File: config.mk
export PLATFORM = sky130hd
export DESIGN_NAME = reglk_access_ctrl
export DESIGN_NICKNAME = d
export VERILOG_FILES = /design/src/rtl/reglk_pkg.sv /design/src/rtl/reglk_viol_counter.sv /design/src/rtl/reglk_access_ctrl.sv
export SDC_FILE = /design/constraint.sdc
export NUM_CORES = 1
export LEC_CHECK = 0
export CAP_MARGIN = 20
export CELL_PAD_IN_SITES_DETAIL_PLACEMENT = 0
export CELL_PAD_IN_SITES_GLOBAL_PLACEMENT = 1
export CORE_AREA = 10 10 252 254
export CTS_CLUSTER_SIZE = 28
export DETAILED_ROUTE_END_ITERATION = 6
export DIE_AREA = 0 0 262 264
export GPL_TIMING_DRIVEN = 0
export PLACE_DENSITY_LB_ADDON = 0.1
export SLEW_MARGIN = 20
export SYNTH_ARGS = -nofsm -noshare
export SYNTH_HDL_FRONTEND = slang
export SYNTH_SLANG_ARGS = --single-unit
File: constraint.sdc
create_clock -name clk_i -period 3.9 [get_ports clk_i]
set_input_delay 0.585 -clock clk_i [delete_from_list [all_inputs] [get_ports clk_i]]
set_output_delay 0.585 -clock clk_i [all_outputs]
set_load 0.1 [all_outputs]
File: src/rtl/reglk_pkg.sv
// Shared types and constants for the register-lock access controller.
//   NUM_REGS_DEF  : default number of protected registers
//   LCK_BIT       : bit position of the lock / override flag in each lock word
//   reglk_state_e : request FSM states
//   reglk_rsp_t   : response payload (read data + error)
package reglk_pkg;

    localparam int unsigned NUM_REGS_DEF = 6;
    localparam int unsigned LCK_BIT      = 0;

    typedef enum logic [1:0] {
        IDLE  = 2'd0,
        CHECK = 2'd1,
        RESP  = 2'd2
    } reglk_state_e;

    typedef struct packed {
        logic [31:0] rdata;
        logic        err;
    } reglk_rsp_t;

endpackage

File: src/rtl/reglk_viol_counter.sv
// Saturating lock-violation counter with a sticky "any violation" flag.
//   clk_i  : clock, rising edge
//   rst_i  : synchronous active-high reset (clears count and flag)
//   inc_i  : one violation this cycle
//   cnt_o  : violation count, holds at all-ones
//   flag_o : set by the first violation, cleared only by reset
module reglk_viol_counter
    import reglk_pkg::*;
#(
    parameter int unsigned CNT_W = 16
) (
    input  logic             clk_i,
    input  logic             rst_i,
    input  logic             inc_i,
    output logic [CNT_W-1:0] cnt_o,
    output logic             flag_o
);

    logic [CNT_W-1:0] cnt_q, cnt_d;
    logic             flag_q, flag_d;

    always_comb begin
        cnt_d  = cnt_q;
        flag_d = flag_q;
        if (inc_i) begin
            flag_d = 1'b1;
            if (cnt_q != '1) begin
                cnt_d = cnt_q + CNT_W'(1);
            end
        end
    end

    always_ff @(posedge clk_i) begin
        if (rst_i) begin
            cnt_q  <= '0;
            flag_q <= 1'b0;
        end else begin
            cnt_q  <= cnt_d;
            flag_q <= flag_d;
        end
    end

    assign cnt_o  = cnt_q;
    assign flag_o = flag_q;

endmodule

File: src/rtl/reglk_access_ctrl.sv
// Bus-facing gatekeeper for a bank of protected 32-bit registers.
// Writes land only when the register's lock bit is clear, or when a debug
// session is active and the register's JTAG override bit is set. Every
// accepted request gets exactly one response; locked write attempts are
// counted.
//   clk_i / rst_i         : clock, synchronous active-high reset
//   reglk_mem             : per-register lock words (bit LCK_BIT = write-protect)
//   jtag_unlock           : per-register debug override words (bit LCK_BIT)
//   dbg_i                 : debug session active, captured with the request
//   req_valid_i/ready_o   : request handshake; we/addr/wdata payload
//   rsp_valid_o/ready_i   : response handshake; rdata/err payload
//   regs_o                : current register contents
//   viol_cnt_o/flag_o     : saturating violation count, sticky violation flag
module reglk_access_ctrl
    import reglk_pkg::*;
#(
    parameter int unsigned NUM_REGS = NUM_REGS_DEF,
    parameter logic [31:0] REG_RST  = 32'h0,
    parameter int unsigned CNT_W    = 16
) (
    input  logic                     clk_i,
    input  logic                     rst_i,
    input  logic [NUM_REGS-1:0][31:0] reglk_mem,
    input  logic [NUM_REGS-1:0][31:0] jtag_unlock,
    input  logic                     dbg_i,
    input  logic                     req_valid_i,
    output logic                     req_ready_o,
    input  logic                     req_we_i,
    input  logic [2:0]               req_addr_i,
    input  logic [31:0]              req_wdata_i,
    output logic                     rsp_valid_o,
    input  logic                     rsp_ready_i,
    output logic [31:0]              rsp_rdata_o,
    output logic                     rsp_err_o,
    output logic [NUM_REGS-1:0][31:0] regs_o,
    output logic [CNT_W-1:0]         viol_cnt_o,
    output logic                     viol_flag_o
);

    reglk_state_e              state_q;
    logic                      we_q;
    logic                      dbg_q;
    logic [2:0]                addr_q;
    logic [31:0]               wdata_q;
    logic [NUM_REGS-1:0][31:0] regs_q;
    reglk_rsp_t                rsp_q, rsp_d;
    logic                      rsp_valid_q;

    logic                      in_range;
    logic                      lock_bit;
    logic                      ovr_bit;
    logic                      permit;
    logic                      wr_en;
    logic                      viol_inc;
    logic [31:0]               rd_word;

    // Only LCK_BIT of each lock/override word is meaningful.
    logic unused_lock_bits;
    assign unused_lock_bits = ^{reglk_mem, jtag_unlock};

    // Request evaluation. The index loop keeps out-of-range addresses from
    // ever selecting an array element; such requests see lock_bit = 0 but
    // are rejected by in_range first.
    always_comb begin
        in_range = (32'(addr_q) < NUM_REGS);
        rd_word  = '0;
        lock_bit = 1'b0;
        ovr_bit  = 1'b0;
        for (int unsigned i = 0; i < NUM_REGS; i++) begin
            if (32'(addr_q) == i) begin
                rd_word  = regs_q[i];
                lock_bit = reglk_mem[i][LCK_BIT];
                ovr_bit  = jtag_unlock[i][LCK_BIT];
            end
        end
        permit   = !lock_bit || (dbg_q && ovr_bit);

        rsp_d    = '0;
        wr_en    = 1'b0;
        viol_inc = 1'b0;
        if (state_q == CHECK) begin
            if (!in_range) begin
                rsp_d.err = 1'b1;
            end else if (!we_q) begin
                rsp_d.rdata = rd_word;
            end else if (permit) begin
                wr_en = 1'b1;
            end else begin
                rsp_d.err = 1'b1;
                viol_inc  = 1'b1;
            end
        end
    end

    always_ff @(posedge clk_i) begin
        if (rst_i) begin
            state_q     <= IDLE;
            we_q        <= 1'b0;
            dbg_q       <= 1'b0;
            addr_q      <= '0;
            wdata_q     <= '0;
            regs_q      <= {NUM_REGS{REG_RST}};
            rsp_q       <= '0;
            rsp_valid_q <= 1'b0;
        end else begin
            unique case (state_q)
                IDLE: begin
                    if (req_valid_i) begin
                        we_q    <= req_we_i;
                        dbg_q   <= dbg_i;
                        addr_q  <= req_addr_i;
                        wdata_q <= req_wdata_i;
                        state_q <= CHECK;
                    end
                end
                CHECK: begin
                    for (int unsigned i = 0; i < NUM_REGS; i++) begin
                        if (wr_en && (32'(addr_q) == i)) begin
                            regs_q[i] <= wdata_q;
                        end
                    end
                    rsp_q       <= rsp_d;
                    rsp_valid_q <= 1'b1;
                    state_q     <= RESP;
                end
                RESP: begin
                    if (rsp_ready_i) begin
                        rsp_q       <= '0;
                        rsp_valid_q <= 1'b0;
                        state_q     <= IDLE;
                    end
                end
                default: begin
                    state_q <= IDLE;
                end
            endcase
        end
    end

    reglk_viol_counter #(
        .CNT_W (CNT_W)
    ) u_viol_counter (
        .clk_i  (clk_i),
        .rst_i  (rst_i),
        .inc_i  (viol_inc),
        .cnt_o  (viol_cnt_o),
        .flag_o (viol_flag_o)
    );

    assign req_ready_o = (state_q == IDLE);
    assign rsp_valid_o = rsp_valid_q;
    assign rsp_rdata_o = rsp_q.rdata;
    assign rsp_err_o   = rsp_q.err;
    assign regs_o      = regs_q;

endmodule

==> out/metrics.csv, run 1 <==
metric,value,unit
Met1 Wirelength,30.6,mm
Post-DP HPWL,48.6,mm
Worst Reg-to-Reg Cells,7,
drt drc,0,
cell taking the most area after synthesis,dfxtp_1,
WS Path Type,reg2reg,
CTS tree,yes,
Reg power frac,42.6,%
Fmax achieved,310,MHz
RSZ-0062 raised after global routing,false,
DRT iter0 DRCs,683,
row cnt,89,
"Async S/R FF share, synth",0,%
metal2 WL,27.9,mm
number of synthesized flops with an enable pin,0,
DP Cell Count,2417,
Synth warnings,0,
peak supply drop,0.290,mV
"Cell Area, Synth",11700,um^2
Post-Syn Instances,1348,
CP Cell Sequence,buf_2 > nor2b_1 > clkbuf_1 > nand3_1 > clkbuf_1 > nand2_1 > a21oi_1,
hold violation count in the final report,0,
IO Pins,669,
Hold WS,449,ps
Most Frequent Cell on Critical Path,clkbuf_1,
ANT nets after route,0,
Inserted Clock Buffers,37,
layout cell share with drive strength beyond 1,7.94,%
CTS Hold Bufs,0,
Crit Path Max Fanout,10,
syn_nets,1774,
via count,11300,
nets@finish,2109,
Main synth FF type,dfxtp_1,
Area contributors post-synth,"dfxtp_1 (48%), nand2_1 (11%), a21oi_1 (8.3%)",
CP required,4310,ps
# setup viols final,0,
P_sw,1.85,mW
crit path buf inv count,3,
cell family with most CP delay,buffers and inverters,
Hold Path Stages,2,
setup bufs post-CTS,0,
P_leak,5.56,nW
core box area,58500,um^2
port bufs,296,
first-pass GRT wire length,89.8,mm
"Arr. time, crit path",3640,ps
largest net degree at the start of global routing,12,
Sw Ratio,26.4,%
Initial Utilization,20.0,%
final total power,6.99,mW
Setup Total Neg Slack,0,ps
top layer in use,met5,
initial antenna violation count,4,
clk_lat worst skew,560,ps
final cell count without fillers,2487,
maxcap violations,0,
clk root buf,clkbuf_16,
clk sink count,282,
Die H,264,um
placed inst area,15600,um^2
vias in the first global route,11400,
fin util,28.8,%
delay of the slowest critical-path stage,670,ps
minimum clock period,3230,ps
full die area,69200,um^2
clock power share,50.1,%
met3 routed WL,5.64,mm
Final Cycle Share,82.8,%
Yosys cell types,55,
slew margin rel.,23.4,%
worst slew pin tran,1150,ps
#FFs+latches synth,282,
number of H-tree levels,2,
synthesized area per cell,8.69,um^2
Resize count post-CTS,0,
CP Capture Type,register,
GP Congestion,0.798,
Int Pwr,5.14,mW
"Slew Viols, Final",0,
post-synth top area share,48.2,%
Levels on crit path,7,
clock transition at the registers of the reported paths,60,ps
Worst Clk Skew,22.7,ps
Critical Path Slowest Stage Cell,clkbuf_1,
DP Worst Slack,81.7,ps
total global-route track usage,18.2,%
Worst Hold Class,reg2reg,
grt ovf,0,
startpoint types,register,
outcome,completed,
Synth-to-Final Area Change,43.7,%
Avg WL per Cell,26.2,um
Comb pwr share,7.3,%
chip width,262,um
Total Wirelength,65.1,mm
maximum buffer depth of the clock tree,3,
fin worst setup slack,669,ps
Pwr Density,415,nW/um^2
cell area after layout,16800,um^2
fill count,6296,
register area share after synthesis,48.2,%
vias per cell,4.53,
first-pass detailed-route iteration total,5,
-- sequential cells by signal (all words and copies together) (netlist names), 2 cells and up --
register,cells
addr_q,3
regs_o,192
rsp_rdata_o,32
state_q,2
u_viol_counter.cnt_o,16
wdata_q,32
-- final cells by class --
cell class	instances	area, um^2	area share, %
antenna	2	5.00	0.0297
buffer	107	467	2.77
clock buffer	56	1100	6.53
clock inverter	12	118	0.699
inverter	28	105	0.624
multi-input combinational	931	5510	32.7
sequential	282	5650	33.5
tap	773	967	5.74
timing repair buffer	296	2920	17.4
-- cell usage in the layout, fill, tap and decap left out, types with 3 or more instances in the layout --
cell,synthesis,routed
a2111o_1,3,3
a21oi_1,194,194
a22oi_1,40,40
and3_1,4,4
buf_1,4,4
buf_2,15,23
buf_4,4,4
buf_6,4,4
clkbuf_1,80,90
clkbuf_16,0,39
clkbuf_8,0,6
clkdlybuf4s50_1,0,288
clkinv_2,0,8
dfxtp_1,282,282
inv_1,28,28
mux2_2,9,9
mux2i_1,91,91
mux4_2,24,24
nand2_1,341,341
nand3_1,9,9
nand3b_1,3,3
nand4_1,7,7
nor2_1,100,100
nor2b_1,6,6
o211ai_1,8,8
o21ai_0,3,3
o22ai_1,32,32
o31ai_1,9,9
or4_1,10,10
-- kinds of logic after synthesis --
| logic type | Yosys count | synth area share (%) |
|---|---|---|
| multiplexers | 127 | 13.6 |
| flip-flops | 282 | 48.2 |
| adder cells (fa/ha/maj) | 1 | 0.107 |
| AND/OR/NAND/NOR | 499 | 17.4 |
| buffers and inverters | 135 | 4.87 |
| AO/OA/AOI/OAI | 304 | 15.8 |
-- layer usage --
metal	track usage (%)	up-vias
li1	-	5327
met1	24.8	5507
met2	27.3	370
met3	6.31	59
met4	3.77	4
met5	0	-
-- power by group through the flow --
stage          Sequential, mW  Combinational, mW  Clock, mW
2_1_floorplan            3.03              0.238          0
3_3_place_gp             3.04              0.521          0
3_5_place_dp             3.04              0.523          0
4_1_cts                  2.98              0.523       3.58
5_1_grt                  2.98              0.547       3.67
6_report                 2.98              0.511       3.50
-- worst register-to-register path, stage by stage, from the launching register on --
cell      delay [ps]
dfxtp_1          450
buf_2            320
nor2b_1          370
clkbuf_1         670
nand3_1          590
clkbuf_1         440
nand2_1          170
a21oi_1           70
-- synth_stat cells (2+ instances only) --
library cell	count
clkbuf_1	80
or4_1	10
a2111o_1	3
mux2_2	9
nand3b_1	3
mux4_2	24
o31ai_1	9
buf_2	15
a21oi_1	194
nand2b_1	2
o21a_1	2
nand3_1	9
o211ai_1	8
a2111oi_4	2
a311oi_1	2
buf_1	4
buf_6	4
inv_1	28
mux2_1	2
buf_4	4
nor3b_1	2
nor3_1	2
nand2_1	341
mux2i_1	91
nor2_1	100
nor4_1	2
nand4_1	7
and3_1	4
o21ai_0	3
nor2b_1	6
dfxtp_1	282
a22oi_1	40
o22ai_1	32
-- worst paths after layout --
path                                 to  slack [ps]             startpoint
setup / recovery            regs_o[151]         670              addr_q[2]
hold / removal    u_viol_counter.flag_o         450  u_viol_counter.flag_o
setup reg to reg            regs_o[151]         670              addr_q[2]
hold reg to reg   u_viol_counter.flag_o         450  u_viol_counter.flag_o
(Power assumes the default switching activity.)
==> run 2: changes to the inputs <==
CORE_AREA = 10 10 253 255   (was 10 10 252 254)
DIE_AREA = 0 0 263 265   (was 0 0 262 264)
clock period = 2.7 ns   (was 3.9 ns; I/O delays follow)
==> out/metrics.csv, run 2 (same netlist as run 1, synthesis figures left out) <==
metric,value,unit
delay of the slowest critical-path stage,1220,ps
peak supply drop,0.347,mV
clock transition at the registers of the reported paths,60,ps
largest net degree at the start of global routing,12,
clk_lat worst skew,540,ps
crit path buf inv count,1,
P_leak,5.61,nW
worst slew pin tran,1160,ps
most frequent cells in the layout,"nand2_1 (341), clkdlybuf4s50_1 (285), dfxtp_1 (282)",
first-pass detailed-route iteration total,6,
clock power share,49.1,%
Initial Utilization,19.9,%
vias in the first global route,11400,
final total power,9.89,mW
Int Pwr,7.33,mW
cell family with most CP delay,buffers and inverters,
vias per cell,4.58,
Crit Path Max Fanout,3,
nets@finish,2111,
via count,11400,
total global-route track usage,17.9,%
Inserted Clock Buffers,37,
Worst Clk Skew,16.3,ps
outcome,completed,
Worst Hold Class,in2reg,
IO Pins,669,
Sw Ratio,25.9,%
ANT nets after route,0,
Total Wirelength,65.1,mm
Final Cycle Share,97.8,%
slew margin rel.,22.4,%
"Arr. time, crit path",2240,ps
layout cell share with drive strength beyond 1,9.30,%
Die H,265,um
CP Cell Sequence,clkdlybuf4s50_1,
full die area,69700,um^2
# setup viols final,0,
Post-DP HPWL,49.4,mm
CP Capture Type,primary output,
CTS tree,yes,
Fmax achieved,379,MHz
drt drc,0,
startpoint types,register,
core box area,58800,um^2
minimum clock period,2640,ps
DRT iter0 DRCs,734,
Reg power frac,43.5,%
maxcap violations,0,
Hold WS,414,ps
RSZ-0062 raised after global routing,false,
Avg WL per Cell,26.2,um
port bufs,296,
maximum buffer depth of the clock tree,3,
Comb pwr share,7.5,%
Synth-to-Final Area Change,43.8,%
row cnt,89,
P_sw,2.56,mW
CP required,2300,ps
clk sink count,282,
chip width,263,um
grt ovf,0,
WS Path Type,reg2out,
hold violation count in the final report,0,
GP Congestion,0.785,
Critical Path Slowest Stage Cell,clkdlybuf4s50_1,
first-pass GRT wire length,90.5,mm
"most common cell after layout, fill and taps aside",nand2_1,
Pwr Density,587,nW/um^2
initial antenna violation count,7,
"Slew Viols, Final",0,
number of H-tree levels,2,
Largest register FFs,192,
clk root buf,clkbuf_16,
run 2: final timing paths:
path,from,endpoint,slack (ps),depth (start not counted)
setup / recovery,regs_o[9],regs_o[9],60,1
hold / removal,req_wdata_i[29],wdata_q[29],410,3
setup reg to reg,addr_q[1],regs_o[100],160,7
hold reg to reg,u_viol_counter.flag_o,u_viol_counter.flag_o,440,2
run 2: metal layers:
layer / global-route usage, % / vias to the layer above / share of wire, %
li1: - / 5330 / -
met1: 23.3 / 5583 / 46
met2: 26.9 / 391 / 43
met3: 7.14 / 74 / 9.1
met4: 4.85 / 8 / 2.2
met5: 0 / - / 0.081
run 2: repair_timing:
action	4_1_cts	5_1_grt
setup endpoints to repair	146	131
gates resized for setup	14	27
pin swaps	0	1
setup buffers	0	2
hold buffers	0	0
run 2: layout make-up:
cell class,count,area (um^2)
antenna,3,7.51
buffer,107,497
clock buffer,59,1120
clock inverter,4,45.0
fill,6334,41900
inverter,28,105
multi-input combinational,931,5540
sequential,282,5650
tap,773,967
timing repair buffer,298,2930
run 2: stage by stage:
step	std cells	setup slack, ps	utilization, %	setup TNS, ps	instance area, um^2
2_1_floorplan	1348	12.1	-	0	11700
3_3_place_gp	2417	-927	26.6	-89250	15600
3_5_place_dp	2417	-974	26.6	-91070	15600
4_1_cts	2480	4.95	28.6	0	16800
5_1_grt	2482	1.34	28.6	0	16800
6_report	2485	59.3	28.7	0	16900
run 2: worst reg2reg max path, cell delays in order (launching register included):
cell and delay, ps:
dfxtp_1 300, buf_4 220, mux2i_2 390, a2bb2oi_4 360
a2111o_1 420, clkbuf_1 510, nand2_1 130, a21oi_1 140
run 2: power by group through the flow:
| stage | clock network [mW] | registers, mW | logic, mW |
|---|---|---|---|
| 5_1_grt | 5.12 | 4.30 | 0.789 |
| 6_report | 4.85 | 4.30 | 0.738 |
| 2_1_floorplan | 0 | 4.38 | 0.343 |
| 4_1_cts | 4.99 | 4.30 | 0.748 |
| 3_3_place_gp | 0 | 4.39 | 0.740 |
| 3_5_place_dp | 0 | 4.39 | 0.743 |
